===== src/rtl/dm_arb_pkg.sv =====
`default_nettype none
// ============================================================================
//  Module      : dm_arb_pkg
//  Description : Shared types and constants for the data-memory port arbiter:
//                FSM state encoding, requester identifiers and the idle
//                byte-enable value.
//  Revision    : 1.0 - initial release
// ============================================================================
package dm_arb_pkg;

   typedef enum logic [0:0] {
      ST_IDLE = 1'b0,   // may grant one requester
      ST_RET  = 1'b1    // read return cycle, no grant
   } arb_state_e;

   // Requester identifiers; REQ_NONE marks "no lock owner".
   localparam logic [1:0] REQ_CORE = 2'd0;
   localparam logic [1:0] REQ_DBG  = 2'd1;
   localparam logic [1:0] REQ_NONE = 2'd2;

   localparam logic [3:0] BE_NONE  = 4'b0000;

endpackage
`default_nettype wire


===== src/rtl/dm_port_arbiter_rr_pick2.sv =====
`default_nettype none
// ============================================================================
//  Module      : rr_pick2
//  Description : Combinational two-way round-robin winner selector with a
//                bounded lock. A lock owner keeps winning until it has been
//                granted LOCK_MAX counted times while the other side waited.
//  Ports       : req_i        - request vector {r1, r0}
//                rr_last_i    - requester granted most recently
//                lock_owner_i - REQ_CORE / REQ_DBG / REQ_NONE
//                lock_cnt_i   - consecutive contended grants to the owner
//                winner_o     - selected requester (valid only with valid_o)
//                valid_o      - at least one request present
//  Revision    : 1.0 - initial release
// ============================================================================
module rr_pick2
   import dm_arb_pkg::*;
#(
   parameter int LOCK_MAX   = 16,
   parameter int LOCK_CNT_W = 5
) (
   input  logic [1:0]            req_i,
   input  logic                  rr_last_i,
   input  logic [1:0]            lock_owner_i,
   input  logic [LOCK_CNT_W-1:0] lock_cnt_i,
   output logic                  winner_o,
   output logic                  valid_o
);

   logic w_locked;
   logic w_owner;
   logic w_other;
   logic w_cap;

   assign w_locked = (lock_owner_i != REQ_NONE);
   assign w_owner  = lock_owner_i[0];
   assign w_other  = ~w_owner;
   assign w_cap    = (lock_cnt_i >= LOCK_CNT_W'(LOCK_MAX));

   always_comb begin
      winner_o = 1'b0;
      valid_o  = |req_i;
      if (w_locked && req_i[w_owner] && (!req_i[w_other] || !w_cap)) begin
         winner_o = w_owner;
      end else if (req_i == 2'b11) begin
         // Cap reached: rotation is forced to the waiting side.
         winner_o = (w_locked && req_i[w_owner]) ? w_other : ~rr_last_i;
      end else begin
         winner_o = req_i[1];
      end
   end

endmodule
`default_nettype wire


===== src/rtl/dm_port_arbiter.sv =====
`default_nettype none
// ============================================================================
//  Module      : dm_port_arbiter
//  Description : Shares the MMU data-memory port between the core LSU (r0)
//                and the debug/loader port (r1). Round-robin with bounded
//                lock; reads occupy an issue cycle plus a return cycle during
//                which byte-enable and sign are replayed to the MMU.
//  Ports       : clk, resetb        - clock, async active-low reset
//                rN_*_i             - requester N command fields
//                rN_gnt_o           - access accepted this cycle
//                rN_rvalid_o/rdata  - read return
//                m_*_o              - MMU dm_* command outputs
//                m_rdata_i          - MMU read data (dm_do)
//  Revision    : 1.0 - initial release
// ============================================================================
module dm_port_arbiter
   import dm_arb_pkg::*;
#(
   parameter int LOCK_MAX   = 16,
   parameter int LOCK_CNT_W = 5
) (
   input  logic        clk,
   input  logic        resetb,
   input  logic        r0_req_i,
   input  logic        r0_we_i,
   input  logic [31:0] r0_addr_i,
   input  logic [31:0] r0_wdata_i,
   input  logic [3:0]  r0_be_i,
   input  logic        r0_signed_i,
   input  logic        r0_lock_i,
   output logic        r0_gnt_o,
   output logic        r0_rvalid_o,
   output logic [31:0] r0_rdata_o,
   input  logic        r1_req_i,
   input  logic        r1_we_i,
   input  logic [31:0] r1_addr_i,
   input  logic [31:0] r1_wdata_i,
   input  logic [3:0]  r1_be_i,
   input  logic        r1_signed_i,
   input  logic        r1_lock_i,
   output logic        r1_gnt_o,
   output logic        r1_rvalid_o,
   output logic [31:0] r1_rdata_o,
   output logic        m_en_o,
   output logic        m_we_o,
   output logic [31:0] m_addr_o,
   output logic [31:0] m_wdata_o,
   output logic [3:0]  m_be_o,
   output logic        m_signed_o,
   input  logic [31:0] m_rdata_i
);

   arb_state_e            state_q, state_d;
   logic                  rr_last_q, rr_last_d;
   logic [1:0]            lock_owner_q, lock_owner_d;
   logic [LOCK_CNT_W-1:0] lock_cnt_q, lock_cnt_d;
   logic                  rd_owner_q, rd_owner_d;
   logic [3:0]            held_be_q, held_be_d;
   logic                  held_signed_q, held_signed_d;
   logic [31:0]           held_addr_q, held_addr_d;
   logic [31:0]           held_wdata_q, held_wdata_d;

   logic [1:0]  w_req;
   logic        w_win;
   logic        w_pick_valid;
   logic        w_grant;
   logic [1:0]  w_gnt;
   logic        w_rvalid;
   logic        w_we;
   logic [31:0] w_addr;
   logic [31:0] w_wdata;
   logic [3:0]  w_be;
   logic        w_signed;
   logic        w_lock;
   logic        w_other_req;

   assign w_req = {r1_req_i, r0_req_i};

   rr_pick2 #(
      .LOCK_MAX   (LOCK_MAX),
      .LOCK_CNT_W (LOCK_CNT_W)
   ) u_pick (
      .req_i        (w_req),
      .rr_last_i    (rr_last_q),
      .lock_owner_i (lock_owner_q),
      .lock_cnt_i   (lock_cnt_q),
      .winner_o     (w_win),
      .valid_o      (w_pick_valid)
   );

   // Winner field mux
   assign w_we        = w_win ? r1_we_i     : r0_we_i;
   assign w_addr      = w_win ? r1_addr_i   : r0_addr_i;
   assign w_wdata     = w_win ? r1_wdata_i  : r0_wdata_i;
   assign w_be        = w_win ? r1_be_i     : r0_be_i;
   assign w_signed    = w_win ? r1_signed_i : r0_signed_i;
   assign w_lock      = w_win ? r1_lock_i   : r0_lock_i;
   assign w_other_req = w_req[~w_win];

   // resetb gates the grant so no access is accepted while reset is held.
   assign w_grant = (state_q == ST_IDLE) && w_pick_valid && resetb;

   always_comb begin
      state_d       = state_q;
      rr_last_d     = rr_last_q;
      lock_owner_d  = lock_owner_q;
      lock_cnt_d    = lock_cnt_q;
      rd_owner_d    = rd_owner_q;
      held_be_d     = held_be_q;
      held_signed_d = held_signed_q;
      held_addr_d   = held_addr_q;
      held_wdata_d  = held_wdata_q;
      w_gnt         = 2'b00;
      w_rvalid      = 1'b0;
      m_en_o        = 1'b0;
      m_we_o        = 1'b0;
      m_addr_o      = held_addr_q;
      m_wdata_o     = held_wdata_q;
      m_be_o        = BE_NONE;
      m_signed_o    = 1'b0;

      case (state_q)
         ST_IDLE: begin
            if (w_grant) begin
               w_gnt[w_win] = 1'b1;
               m_en_o       = 1'b1;
               m_we_o       = w_we;
               m_addr_o     = w_addr;
               m_wdata_o    = w_wdata;
               m_be_o       = w_be;
               m_signed_o   = w_signed;
               rr_last_d    = w_win;
               held_addr_d  = w_addr;
               held_wdata_d = w_wdata;

               // Granting the non-owner always breaks an existing lock.
               if ((lock_owner_q != REQ_NONE) && (w_win != lock_owner_q[0])) begin
                  lock_owner_d = REQ_NONE;
                  lock_cnt_d   = '0;
               end else if (w_lock) begin
                  lock_owner_d = {1'b0, w_win};
                  if ((lock_owner_q != REQ_NONE) && w_other_req) begin
                     lock_cnt_d = (lock_cnt_q >= LOCK_CNT_W'(LOCK_MAX)) ?
                                  LOCK_CNT_W'(LOCK_MAX) : lock_cnt_q + 1'b1;
                  end else begin
                     lock_cnt_d = '0;
                  end
               end else begin
                  lock_owner_d = REQ_NONE;
                  lock_cnt_d   = '0;
               end

               if (!w_we) begin
                  state_d       = ST_RET;
                  rd_owner_d    = w_win;
                  held_be_d     = w_be;
                  held_signed_d = w_signed;
               end
            end
         end
         ST_RET: begin
            // MMU formats the load from live be/sign, so replay them here.
            m_be_o     = held_be_q;
            m_signed_o = held_signed_q;
            w_rvalid   = 1'b1;
            state_d    = ST_IDLE;
         end
         default: begin
            state_d = ST_IDLE;
         end
      endcase
   end

   always_ff @(posedge clk or negedge resetb) begin
      if (!resetb) begin
         state_q       <= ST_IDLE;
         rr_last_q     <= 1'b1;
         lock_owner_q  <= REQ_NONE;
         lock_cnt_q    <= '0;
         rd_owner_q    <= 1'b0;
         held_be_q     <= BE_NONE;
         held_signed_q <= 1'b0;
         held_addr_q   <= '0;
         held_wdata_q  <= '0;
      end else begin
         state_q       <= state_d;
         rr_last_q     <= rr_last_d;
         lock_owner_q  <= lock_owner_d;
         lock_cnt_q    <= lock_cnt_d;
         rd_owner_q    <= rd_owner_d;
         held_be_q     <= held_be_d;
         held_signed_q <= held_signed_d;
         held_addr_q   <= held_addr_d;
         held_wdata_q  <= held_wdata_d;
      end
   end

   assign r0_gnt_o    = w_gnt[0];
   assign r1_gnt_o    = w_gnt[1];
   assign r0_rvalid_o = w_rvalid && !rd_owner_q;
   assign r1_rvalid_o = w_rvalid &&  rd_owner_q;
   assign r0_rdata_o  = r0_rvalid_o ? m_rdata_i : 32'd0;
   assign r1_rdata_o  = r1_rvalid_o ? m_rdata_i : 32'd0;

endmodule
`default_nettype wire


===== config.mk =====
export PLATFORM = sky130hd
export DESIGN_NAME = dm_port_arbiter
export DESIGN_NICKNAME = d
export VERILOG_FILES = /design/src/rtl/dm_arb_pkg.sv /design/src/rtl/dm_port_arbiter_rr_pick2.sv /design/src/rtl/dm_port_arbiter.sv
export SDC_FILE = /design/constraint.sdc
export NUM_CORES = 1
export LEC_CHECK = 0
export BUFFER_PORTS_ARGS = -buffer_cell sky130_fd_sc_hd__buf_2
export CAP_MARGIN = 15
export CORE_AREA = 8 8 118 120
export CTS_BUF_LIST = sky130_fd_sc_hd__clkbuf_8
export DETAILED_ROUTE_END_ITERATION = 7
export DIE_AREA = 0 0 126 128
export PLACE_DENSITY = 0.71
export SYNTH_ARGS = -nofsm -noshare
export SYNTH_HDL_FRONTEND = slang
export SYNTH_SLANG_ARGS = --single-unit

===== constraint.sdc =====
create_clock -name clk -period 2.4 [get_ports clk]
set_input_delay 0.48 -clock clk [delete_from_list [all_inputs] [get_ports clk]]
set_output_delay 0.48 -clock clk [all_outputs]
set_load 0.1 [all_outputs]

* After elaboration in Yosys (flattened, before gate mapping)
Index checks and enable logic that the tools add are counted.
Word-level totals: register bits 79, input port bits 178, output and inout port bits 139
Operators by class: $add $sub $neg 1, bitwise gates (word level) 5, equality and inequality tests 3, muxes and demuxes 43, order comparisons 6, reductions and logical operators 16
Operators by type and width (count):
- 2-to-1 mux 32 bit | 8
- 2-to-1 mux 1 bit | 21
- 2-to-1 mux 5 bit | 4
- logical AND 1 bit | 9
- < comparator 1 x 2 -> 1 bit (second input constant) | 4
- 2-to-1 mux 2 bit | 4
- 2-to-1 mux 4 bit | 2
- one-hot mux 4 bit (2 select lines) | 1
- adder 5 x 1 -> 5 bit (second input constant) | 1
- greater-or-equal comparator 5 bit (second input constant) | 1
- inverter 1 bit | 5
- one-hot mux 1 bit (2 select lines) | 2
- logical NOT 1 bit | 3
- AND reduction 3 bit | 1
- equality test 2 bit (second input constant) | 1
- inequality test 2 bit (second input constant) | 1
- AND reduction 2 bit | 1
- OR reduction 2 bit | 1
- demux 1 bit (select 1 bit) | 1
- greater-or-equal comparator 1 bit (second input constant) | 1
- logical OR 1 bit | 1
- inequality test 1 bit | 1

* Longest topological paths before layout
Gate-level depths: netlist of run 1.
word-level depth 14, mapped depth 7, depth with buffers taken out 5

* By module
From an unflattened synthesis of run 1, not the netlist that was laid out.
Second synthesis, totals: cell total of the unflattened synthesis 448, area, all modules 4221.5 um^2
Modules (own cells, without submodules):
- dm_port_arbiter | times used 1, cells an instance 442, sequential area each 1979.4 um^2, area each 4180.3 um^2
- rr_pick2 | times used 1, cells an instance 6, sequential area each 0.0 um^2, area each 41.3 um^2

* Least setup slack after synthesis of run 1
OpenSTA, ideal clock, no wires.
path kind reg-to-output, from reg lock_owner_q[1], to out m_be_o[0], stages on the path, launching flop included 5, buffers on the path 0, slack -1544 ps, data required time 1920 ps, data arrival time 3464 ps, path through dfstp_2 -> nor2b_1 -> o311ai_4 -> mux2i_1 -> o21ai_0
Between the ends: cells in the longest elaborated chain, start to end 8
Ends and longest elaborated chain:
- start: declaration | line dm_port_arbiter.sv:55 | logic [1:0] lock_owner_q, lock_owner_d;
- start signal: assignment | line dm_port_arbiter.sv:188 | lock_owner_q <= lock_owner_d;
- inequality test 2 bit * | line dm_port_arbiter_rr_pick2.sv:34 | assign w_locked = (lock_owner_i != REQ_NONE);
- logical AND 1 bit * | line dm_port_arbiter_rr_pick2.sv:42, dm_port_arbiter_rr_pick2.sv:46
- 2-to-1 mux 1 bit | line dm_port_arbiter_rr_pick2.sv:46 | winner_o = (w_locked && req_i[w_owner]) ? w_other : ~rr_last_i;
- 2-to-1 mux 1 bit | line dm_port_arbiter_rr_pick2.sv:44 | end else if (req_i == 2'b11) begin
- 2-to-1 mux 1 bit * | line dm_port_arbiter_rr_pick2.sv:42 | if (w_locked && req_i[w_owner] && (!req_i[w_other] || !w_cap)) begin
- 2-to-1 mux 4 bit * | line dm_port_arbiter.sv:95 | assign w_be = w_win ? r1_be_i : r0_be_i;
- 2-to-1 mux 4 bit * | line dm_port_arbiter.sv:124 | if (w_grant) begin
- one-hot mux 4 bit (2 select lines) * | line dm_port_arbiter.sv:122 | case (state_q)
- end: declaration | line dm_port_arbiter.sv:48 | output logic [3:0] m_be_o,
Every way passes the cells marked *; elsewhere a longest branch is shown, timed or not.

* Worst setup path after layout of run 1
from reg rr_last_q, to out m_addr_o[18]
Between the ends: cells in the longest elaborated chain, start to end 7
Ends and longest elaborated chain:
- start: declaration | line dm_port_arbiter.sv:54 | logic rr_last_q, rr_last_d;
- start signal: assignment | line dm_port_arbiter.sv:187 | rr_last_q <= rr_last_d;
- inverter 1 bit | line dm_port_arbiter_rr_pick2.sv:46
- 2-to-1 mux 1 bit | line dm_port_arbiter_rr_pick2.sv:46
- 2-to-1 mux 1 bit | line dm_port_arbiter_rr_pick2.sv:44
- 2-to-1 mux 1 bit | line dm_port_arbiter_rr_pick2.sv:42
- 2-to-1 mux 32 bit | line dm_port_arbiter.sv:93 | assign w_addr = w_win ? r1_addr_i : r0_addr_i;
- 2-to-1 mux 32 bit
- 2-to-1 mux 32 bit | line dm_port_arbiter.sv:122
- end: declaration | line dm_port_arbiter.sv:46 | output logic [31:0] m_addr_o,
Every way passes these cells.

==> results of run 1 <==
## critical path, cell delays in order (launching register included)
cell,delay [ps]
sky130_fd_sc_hd__dfstp_2,560
sky130_fd_sc_hd__nor2b_4,60
sky130_fd_sc_hd__o311ai_4,330
sky130_fd_sc_hd__nor2_4,120
sky130_fd_sc_hd__buf_12,180
sky130_fd_sc_hd__a221o_4,460
sky130_fd_sc_hd__buf_12,170
## stage by stage
stage	utilization, %	TNS [ps]
floorplan	-	-8542
finish	71.85	-21530
CTS	71.05	-22670
global placement	67.94	0
detailed placement	67.94	-2335
global route	71.83	-25820
## what timing repair did
item | 4_1_cts | 5_1_grt
setup endpoints to repair | 72 | 104
setup buffers | 8 | 6
resized for setup | 21 | 7
cloned | 1 | 1
pin swaps | 7 | 3
## path summary, 6_finish.rpt
path,from,to,slack (ps),depth (start not counted)
max,rr_last_q,m_addr_o[18],-340,6
min,r1_lock_i,lock_owner_q[1],330,2
min in group asynchronous,resetb,held_addr_q[1],450,2
max in group asynchronous,resetb,lock_owner_q[0],1240,2
min reg2reg,held_be_q[1],held_be_q[1],540,2
max reg2reg,rr_last_q,held_be_q[3],300,7
## logic make-up after synthesis
logic type / synth area share (%)
DFF: 47.82
and+or+nand+nor: 24.27
adders and majority gates: 0.6045
AOI/OAI and AO/OA: 19.47
muxes: 2.932
buffers and inverters: 4.897
## cell type report
| cell class | count | share of cell area [%] |
|---|---|---|
| clock inverters | 4 | 0.2995 |
| clock buffers | 12 | 1.883 |
| flip-flops and latches | 79 | 22.58 |
| well taps | 150 | 2.139 |
| inverters | 10 | 0.4279 |
| diodes | 3 | 0.08558 |
| repair buffers | 356 | 43.19 |
| multi-input cells | 268 | 29.40 |
## Yosys cell counts, types with 3 or more instances
master	count
sky130_fd_sc_hd__mux2i_1	11
sky130_fd_sc_hd__nor2_1	5
sky130_fd_sc_hd__buf_6	4
sky130_fd_sc_hd__nand3_1	4
sky130_fd_sc_hd__nor3_1	3
sky130_fd_sc_hd__and3_1	32
sky130_fd_sc_hd__buf_1	6
sky130_fd_sc_hd__a221o_1	65
sky130_fd_sc_hd__buf_2	3
sky130_fd_sc_hd__nor2b_1	4
sky130_fd_sc_hd__dfrtp_1	77
sky130_fd_sc_hd__nand2_1	12
sky130_fd_sc_hd__and2_1	100
sky130_fd_sc_hd__o21ai_0	12
sky130_fd_sc_hd__inv_1	10
sky130_fd_sc_hd__clkbuf_1	20
## flip-flops by register name (all words and copies together), names as in the netlist
register,cells
rr_last_q,1
held_signed_q,1
state_q,1
held_addr_q,32
lock_cnt_q,5
held_be_q,4
held_wdata_q,32
rd_owner_q,1
lock_owner_q,2
## per-layer routing
| layer | vias up | global-route usage [%] | part of all wire (%) |
|---|---|---|---|
| met4 | 0 | 8.493 | 2.0 |
| li1 | 2097 | - | - |
| met3 | 31 | 10.07 | 11 |
| met5 | - | 0 | 0 |
| met2 | 271 | 44.42 | 53 |
| met1 | 2311 | 25.06 | 34 |
## where the power goes
group	leakage, nW	total [mW]	switching (mW)	internal (mW)
Clock	0.0988	0.977	0.515	0.462
Sequential	0.975	1.77	0.115	1.66
Combinational	3.16	5.97	3.78	2.19
Total	4.23	8.72	4.41	4.31
==> impl_metrics.env, run 1 <==
export IMPL_run_status="finished, violations left"
export IMPL_failing_checks="setup timing"
export IMPL_final_min_clock_period_ps=2743
export IMPL_drt_wl_total_um=20450
export IMPL_dp_worst_setup_slack_ps=-73.99
export IMPL_seq_area_mm2=0.001981
export IMPL_postSynthAreaPerCell_um2=10.59
export IMPL_power_total_mw=8.721
export IMPL_detailed_place_hpwl_um=16110
export IMPL_clock_skew_final_ps=17.73
export IMPL_synth_seq_area_share_pct=47.82
export IMPL_detail_route_first_pass_iterations=4
export IMPL_criticalPathCategory="flip-flop to output port"
export IMPL_remaining_drc_errors=0
export IMPL_critical_path_endpoint_type="output port"
export IMPL_clock_tree_htree_level_count=3
export IMPL_final_nets=904
export IMPL_timing_critical_path_arrival_ps=2260
export IMPL_cp_data_required_time_ps=1920
export IMPL_final_cell_count_no_fill=882
export IMPL_final_estimated_routing_congestion_in_global_placement=0.7976
export IMPL_track_usage_pct=24.53
export IMPL_post_drt_wl_per_cell_um=23.18
export IMPL_power_density_mw_per_mm2=994.1
export IMPL_yosys_warnings=0
export IMPL_overflow=0
export IMPL_mostFrequentLayoutCell="sky130_fd_sc_hd__buf_2"
export IMPL_dieWidth_um=126
export IMPL_worst_slew_pin_slew_ps=1045
export IMPL_dieHeight_um=128
export IMPL_max_cap_violations=0
export IMPL_hold_path_class="input port to flip-flop"
export IMPL_tritoncts_num_sinks=79
export IMPL_first_iter_violations=209
export IMPL_io_pins=317
export IMPL_placed_area_mm2=0.008295
export IMPL_die_area_mm2=0.01613
export IMPL_unrepaired_setup_endpoints_after_global_routing="yes"
export IMPL_synthDistinctLibCells=34
export IMPL_cts_hold_fix_buffers=0
export IMPL_ir_drop_v=0.0007222
export IMPL_syn_area_mm2=0.004139
export IMPL_yosysTopAreaCell="sky130_fd_sc_hd__dfrtp_1"
export IMPL_finalInstanceArea_mm2=0.008772
export IMPL_final_hold_viol_count=0
export IMPL_core_region_area_mm2=0.01221
export IMPL_final_critical_path_setup_slack_ps=-342.7
export IMPL_routed_via_count=4710
export IMPL_grt_antenna_before_repair=2
export IMPL_final_antenna_net_count=0
export IMPL_grt_pass1_wl_um=30590
export IMPL_async_reset_ff_share_pct=100.0
export IMPL_initial_standard_cell_utilization_of_the_core_pct=33.90
export IMPL_cts_made_buffers=9
export IMPL_placedCellCount=848
export IMPL_synth_largest_type_area_fraction_pct=46.55
export IMPL_cts_tree="yes"
export IMPL_critPathMaxFanout=24
export IMPL_worst_hold_margin_ps=326.8
export IMPL_viasPerCell=5.340
export IMPL_clock_latency_ps=360
export IMPL_postSynthRegisterBits=79
export IMPL_layout_cells_sized_above_1_pct=64.33
export IMPL_top_library_cells_by_usage_in_the_layout_fill_and_taps_aside="199 x sky130_fd_sc_hd__buf_2, 123 x sky130_fd_sc_hd__buf_12, 90 x sky130_fd_sc_hd__and2_1"
export IMPL_syn2layout_area_growth_pct=111.9
export IMPL_synth_enable_flop_cells=0
export IMPL_postSynthCellCount=391
export IMPL_nFillCells=836
export IMPL_portBuffers=316
export IMPL_clock_tree_buffer_depth=2
export IMPL_kind_of_launch_point_of_the_worst_setup_path="flip-flop"
export IMPL_clock_root_buffer="sky130_fd_sc_hd__clkbuf_8"
export IMPL_power_static_leakage_nw=4.235
export IMPL_fmax_ghz=0.3646
export IMPL_finalMaxSlewViolations=0
export IMPL_timing_slew_headroom_pct=30.33
export IMPL_grt_max_degree=80
export IMPL_synth_area_leaders="sky130_fd_sc_hd__dfrtp_1 47%, sky130_fd_sc_hd__a221o_1 16%, sky130_fd_sc_hd__and2_1 15%"
export IMPL_clk_pin_slew_ps=90
export IMPL_syn_nets=571
export IMPL_first_global_vias=5257
export IMPL_ys_flop_type="sky130_fd_sc_hd__dfrtp_1"
export IMPL_period_share_pct=114.3
export IMPL_multiInputGateArea_mm2=0.002579
export IMPL_num_rows=41
export IMPL_report_final_setup_viol=72
Note: power is estimated with default switching activity, not from simulation.
==> inputs of run 2 (changes only) <==
--- a/config.mk
+++ b/config.mk
@@ -7,11 +7,10 @@
 export LEC_CHECK = 0
 export BUFFER_PORTS_ARGS = -buffer_cell sky130_fd_sc_hd__buf_2
 export CAP_MARGIN = 15
-export CORE_AREA = 8 8 118 120
-export CTS_BUF_LIST = sky130_fd_sc_hd__clkbuf_8
+export CORE_MARGIN = 8
+export CORE_UTILIZATION = 36
 export DETAILED_ROUTE_END_ITERATION = 7
-export DIE_AREA = 0 0 126 128
-export PLACE_DENSITY = 0.71
+export PLACE_DENSITY = 0.74
 export SYNTH_ARGS = -nofsm -noshare
 export SYNTH_HDL_FRONTEND = slang
 export SYNTH_SLANG_ARGS = --single-unit
==> run 2 against run 1 <==
- the run still ends with setup timing left
- clock-buffer cell count shrank 1
- setup slack gained 16 ps
- design area is essentially flat
- register-to-register slack is essentially flat
- die area shrank 5.9%
- sequential share of layout area is essentially flat
- worst hold slack gained 28 ps
- power grew 3.3%
==> impl_metrics.env, run 2 (same netlist as run 1, synthesis figures left out) <==
export IMPL_final_antenna_net_count=0
export IMPL_clock_latency_ps=340
export IMPL_initial_standard_cell_utilization_of_the_core_pct=36.56
export IMPL_overflow=0
export IMPL_final_estimated_routing_congestion_in_global_placement=0.8550
export IMPL_timing_critical_path_slowest_cell_delay_ps=560
export IMPL_remaining_drc_errors=0
export IMPL_core_region_area_mm2=0.01132
export IMPL_hold_path_depth=2
export IMPL_critical_path_endpoint_type="output port"
export IMPL_power_total_mw=9.008
export IMPL_clock_tree_htree_level_count=3
export IMPL_tritoncts_num_sinks=79
export IMPL_clock_root_buffer="sky130_fd_sc_hd__clkbuf_16"
export IMPL_top_library_cells_by_usage_in_the_layout_fill_and_taps_aside="207 x sky130_fd_sc_hd__buf_2, 114 x sky130_fd_sc_hd__buf_12, 90 x sky130_fd_sc_hd__and2_1"
export IMPL_nFillCells=672
export IMPL_clock_skew_final_ps=12.04
export IMPL_crit_top_cell="sky130_fd_sc_hd__buf_12"
export IMPL_power_density_mw_per_mm2=1027
export IMPL_drt_wl_total_um=20790
export IMPL_setup_tns_ps=-20070
export IMPL_layout_cells_sized_above_1_pct=64.02
export IMPL_power_static_leakage_nw=4.256
export IMPL_io_pins=317
export IMPL_mostFrequentLayoutCell="sky130_fd_sc_hd__buf_2"
export IMPL_detail_route_first_pass_iterations=4
export IMPL_final_critical_path_setup_slack_ps=-327.1
export IMPL_final_min_clock_period_ps=2727
export IMPL_worst_hold_margin_ps=354.6
export IMPL_worst_slew_pin_slew_ps=1021
export IMPL_slowest_stage="sky130_fd_sc_hd__dfstp_2"
export IMPL_criticalPathCategory="flip-flop to output port"
export IMPL_finalMaxSlewViolations=0
export IMPL_grt_max_degree=80
export IMPL_timing_slew_headroom_pct=31.92
export IMPL_detailed_place_hpwl_um=15270
export IMPL_viasPerCell=5.366
export IMPL_worstPathCellList="nor2b_4, o311ai_4, nor2_4, buf_12, a221o_4, buf_12"
export IMPL_timing_critical_path_from="rr_last_q"
export IMPL_worst_r2r_cell_count=8
export IMPL_fmax_ghz=0.3667
export IMPL_unrepaired_setup_endpoints_after_global_routing="yes"
export IMPL_dieWidth_um=123.2
export IMPL_kind_of_launch_point_of_the_worst_setup_path="flip-flop"
export IMPL_run_status="finished, violations left"
export IMPL_failing_checks="setup timing"
export IMPL_timing_reg2reg_setup_slack_ps=290
export IMPL_first_iter_violations=264
export IMPL_post_drt_wl_per_cell_um=23.58
export IMPL_grt_antenna_before_repair=7
export IMPL_ir_drop_v=0.0008792
export IMPL_final_nets=906
export IMPL_dp_worst_setup_slack_ps=-52.32
export IMPL_dieHeight_um=123.2
export IMPL_clock_tree_buffer_depth=2
export IMPL_first_global_vias=5204
export IMPL_cp_data_required_time_ps=1920
export IMPL_num_rows=39
export IMPL_die_area_mm2=0.01518
export IMPL_syn2layout_area_growth_pct=112.0
export IMPL_period_share_pct=113.6
export IMPL_max_cap_violations=0
export IMPL_hold_path_class="input port to flip-flop"
export IMPL_critPathMaxFanout=32
export IMPL_track_usage_pct=25.40
export IMPL_crit_reg2reg_capture="held_be_q[1]"
export IMPL_grt_pass1_wl_um=29110
export IMPL_report_final_setup_viol=71
export IMPL_clk_pin_slew_ps=60
export IMPL_final_hold_viol_count=0
export IMPL_worstReg2RegStart="rr_last_q"
export IMPL_whs_endpoint="lock_owner_q[1]"
export IMPL_final_core_util_pct=77.50
export IMPL_hold_start="r1_lock_i"
export IMPL_cts_tree="yes"
export IMPL_timing_critical_path_arrival_ps=2250
export IMPL_portBuffers=316
export IMPL_cts_made_buffers=9
export IMPL_routed_via_count=4733
export IMPL_largestRegisters="held_addr_q (32), held_wdata_q (32), lock_cnt_q (5)"
run 2: cell types whose count changed in the layout (fill, tap and decap cells not counted), sizes merged:
| cell | change |
|---|---|
| clkbuf | +2 |
| clkinvlp | +2 |
| buf | -1 |
| diode | +5 |
| inv | -1 |
run 2: where the power goes:
part | switching (mW) | leakage, nW | internal, mW
registers | 0.112 | 0.976 | 1.66
logic | 3.80 | 3.16 | 2.17
clock network | 0.561 | 0.122 | 0.702
run 2: cell type report:
| class | instances | area [um^2] | share of cell area (%) |
|---|---|---|---|
| clock buffer | 11 | 232.7 | 2.653 |
| inverter | 10 | 37.54 | 0.4278 |
| multi-input combinational | 268 | 2584 | 29.45 |
| antenna | 8 | 20.02 | 0.2282 |
| timing repair buffer | 358 | 3705 | 42.23 |
| clock inverter | 5 | 36.28 | 0.4136 |
| sequential | 79 | 1979 | 22.56 |
| tap | 143 | 178.9 | 2.039 |
run 2: worst max path at each step:
stage	endpoint
finish	m_addr_o[20]
global route	m_addr_o[20]
CTS	m_addr_o[20]
detailed placement	m_addr_o[2]
global placement	m_wdata_o[26]
floorplan	m_wdata_o[0]
run 2: metrics by stage:
stage                     area [um^2]  instances
after global routing             8768        880
after floorplan                  4693        391
final                            8773        882
after CTS                        8622        867
after global placement           8105        838
after detailed placement         8105        838
run 2: critical path, delay by kind of cell, from the launching register on:
kind	cells	cell delay (ps)
buffers and inverters	2	370
and+or+nand+nor	2	170
AOI/OAI and AO/OA	2	790
DFF	1	560
run 2: timing repair:
action                                  4_1_cts  5_1_grt
hold buffers                                  0        0
setup buffers                                10        4
endpoints found under the setup margin       71      104
cloned                                        3        4
hold endpoints to repair                      0        0
gates resized for setup                      24        9
pin swaps                                     5        5
run 2: per-layer routing:
metal	vias up	part of all wire, %	global-route usage, %
met5	-	0.096	0
met4	2	2.8	10.53
met3	36	10	9.680
met2	247	54	46.84
met1	2329	33	24.96
li1	2119	-	-
==> inputs of run 3 (changes only) <==
--- a/config.mk
+++ b/config.mk
@@ -7,10 +7,13 @@
 export LEC_CHECK = 0
 export BUFFER_PORTS_ARGS = -buffer_cell sky130_fd_sc_hd__buf_2
 export CAP_MARGIN = 15
+export CELL_PAD_IN_SITES_DETAIL_PLACEMENT = 2
+export CELL_PAD_IN_SITES_GLOBAL_PLACEMENT = 2
+export CORE_ASPECT_RATIO = 0.9
 export CORE_MARGIN = 8
-export CORE_UTILIZATION = 36
+export CORE_UTILIZATION = 19
 export DETAILED_ROUTE_END_ITERATION = 7
-export PLACE_DENSITY = 0.74
+export PLACE_DENSITY = 0.72
 export SYNTH_ARGS = -nofsm -noshare
 export SYNTH_HDL_FRONTEND = slang
 export SYNTH_SLANG_ARGS = --single-unit
==> run 3 against run 2 <==
- the flow still finishes with violations (setup timing)
- highest routed layer unchanged
- wire length up 6.3%
- first-iteration DRC count fell by 30%
- largest cell class unchanged
- sequential cell count is the same
- critical path depth stayed put
- register-to-register slack improved by 100 ps
==> impl_metrics.env, run 3 (same netlist as run 1, synthesis figures left out) <==
export IMPL_first_iter_violations=185
export IMPL_remaining_drc_errors=0
export IMPL_critPathMaxFanout=20
export IMPL_clock_root_buffer="sky130_fd_sc_hd__clkbuf_16"
export IMPL_final_nets=902
export IMPL_final_min_clock_period_ps=2734
export IMPL_power_total_mw=9.108
export IMPL_timing_critical_path_arrival_ps=2250
export IMPL_finalInstanceArea_mm2=0.008848
export IMPL_tritoncts_num_sinks=79
export IMPL_detail_route_first_pass_iterations=5
export IMPL_timing_critical_path_from="lock_owner_q[1]"
export IMPL_worst_slew_pin_slew_ps=896.6
export IMPL_viasPerCell=4.521
export IMPL_drt_wl_total_um=22110
export IMPL_worst_r2r_cell_count=5
export IMPL_gate_family_responsible_for_the_most_delay_along_the_worst_path="compound AO/OA/AOI/OAI gates"
export IMPL_die_area_mm2=0.02677
export IMPL_grt_max_degree=64
export IMPL_worstPathCellList="nor2b_2, o311ai_4, nor2_4, clkbuf_16, a221o_2, buf_12"
export IMPL_dieHeight_um=156.0
export IMPL_cts_hold_fix_buffers=0
export IMPL_overflow=0
export IMPL_ir_drop_v=0.0006745
export IMPL_final_critical_path_setup_slack_ps=-334.4
export IMPL_placedCellCount=995
export IMPL_track_usage_pct=16.06
export IMPL_crit_buf_inv=2
export IMPL_cts_made_buffers=9
export IMPL_clock_tree_htree_level_count=3
export IMPL_crit_reg2reg_capture="lock_cnt_q[2]"
export IMPL_final_core_util_pct=41.15
export IMPL_period_share_pct=113.9
export IMPL_clk_pin_slew_ps=70
export IMPL_failing_checks="setup timing"
export IMPL_syn2layout_area_growth_pct=113.8
export IMPL_final_hold_viol_count=0
export IMPL_timing_reg2reg_setup_slack_ps=390
export IMPL_slowest_stage="sky130_fd_sc_hd__dfstp_2"
export IMPL_worst_hold_margin_ps=135.6
export IMPL_timing_critical_path_to="m_wdata_o[3]"
export IMPL_finalMaxSlewViolations=0
export IMPL_cp_data_required_time_ps=1920
export IMPL_post_drt_wl_per_cell_um=21.65
export IMPL_max_cap_violations=0
export IMPL_portBuffers=316
export IMPL_criticalPathCategory="flip-flop to output port"
export IMPL_final_estimated_routing_congestion_in_global_placement=0.7062
export IMPL_detailed_place_hpwl_um=17290
export IMPL_largestRegisters="held_addr_q (32), held_wdata_q (32), lock_cnt_q (5)"
export IMPL_io_pins=317
export IMPL_unrepaired_setup_endpoints_after_global_routing="yes"
export IMPL_timing_critical_path_slowest_cell_delay_ps=550
export IMPL_core_region_area_mm2=0.02150
export IMPL_cts_tree="yes"
export IMPL_layout_cells_sized_above_1_pct=64.24
export IMPL_first_global_vias=5357
export IMPL_mostFrequentLayoutCell="sky130_fd_sc_hd__buf_2"
export IMPL_grt_antenna_before_repair=4
export IMPL_placed_area_mm2=0.008372
export IMPL_setup_tns_ps=-20740
export IMPL_power_static_leakage_nw=4.239
export IMPL_clock_skew_final_ps=16.05
export IMPL_power_density_mw_per_mm2=1029
export IMPL_dp_worst_setup_slack_ps=-64.27
export IMPL_final_cell_count_no_fill=1021
export IMPL_report_final_setup_viol=71
export IMPL_kind_of_launch_point_of_the_worst_setup_path="flip-flop"
export IMPL_routed_via_count=4616
export IMPL_hold_path_class="input port to asynchronous set/reset pin"
export IMPL_final_antenna_net_count=0
export IMPL_top_library_cells_by_usage_in_the_layout_fill_and_taps_aside="207 x sky130_fd_sc_hd__buf_2, 112 x sky130_fd_sc_hd__buf_12, 90 x sky130_fd_sc_hd__and2_1"
export IMPL_clock_tree_buffer_depth=2
export IMPL_initial_standard_cell_utilization_of_the_core_pct=19.25
export IMPL_dieWidth_um=171.6
export IMPL_clock_latency_ps=340
export IMPL_critical_path_endpoint_type="output port"
export IMPL_num_rows=51
export IMPL_run_status="finished, violations left"
export IMPL_stages_on_the_worst_setup_path=6
export IMPL_worstReg2RegStart="rr_last_q"
export IMPL_timing_slew_headroom_pct=40.23
export IMPL_grt_pass1_wl_um=32630
export IMPL_fmax_ghz=0.3657
[run 3: cell types whose count changed in the layout (fill, tap and decap cells not counted), moves of 2 or more]
cell / before / now
sky130_fd_sc_hd__clkbuf_16: 13 / 10
sky130_fd_sc_hd__diode_2: 8 / 3
sky130_fd_sc_hd__mux2i_2: 0 / 3
sky130_fd_sc_hd__nor2b_2: 0 / 2
sky130_fd_sc_hd__dfrtp_1: 77 / 75
sky130_fd_sc_hd__mux2i_4: 6 / 1
sky130_fd_sc_hd__clkbuf_1: 2 / 0
sky130_fd_sc_hd__dfrtp_2: 0 / 2
sky130_fd_sc_hd__mux2i_1: 5 / 7
sky130_fd_sc_hd__buf_12: 114 / 112
[run 3: worst min-delay path by stage]
stage / startpoint / to
after global routing: resetb / held_wdata_q[29]
after floorplan: resetb / held_addr_q[0]
final: resetb / held_wdata_q[19]
after detailed placement: resetb / rd_owner_q
after CTS: resetb / held_wdata_q[24]
after global placement: resetb / rd_owner_q
[run 3: cell type report]
cell class | instances | area [um^2]
tap | 291 | 364.1
clock buffer | 10 | 239.0
clock inverter | 6 | 67.56
fill | 2231 | 12660
timing repair buffer | 354 | 3621
inverter | 10 | 37.54
multi-input combinational | 268 | 2530
sequential | 79 | 1982
antenna | 3 | 7.507
[run 3: power breakdown]
group	switching [mW]	leakage, nW	internal (mW)
combinational	3.78	3.12	2.12
clock	0.612	0.145	0.839
sequential	0.101	0.973	1.66
total	4.49	4.24	4.62
[run 3: what timing repair did]
action	in CTS	in global routing
buffers inserted	0	4
pin swaps	1	5
resized for setup	13	9
endpoints found under the setup margin	104	104
gates cloned	1	2
[run 3: routing by layer]
layer  global-route usage, %  up-vias  routed length, um
met3                   6.678       37               1889
met1                   16.58     2284               7989
met4                   5.379        4                522
met2                   28.84      189              11680
li1                        -     2102                  -
met5                       0        -                 30
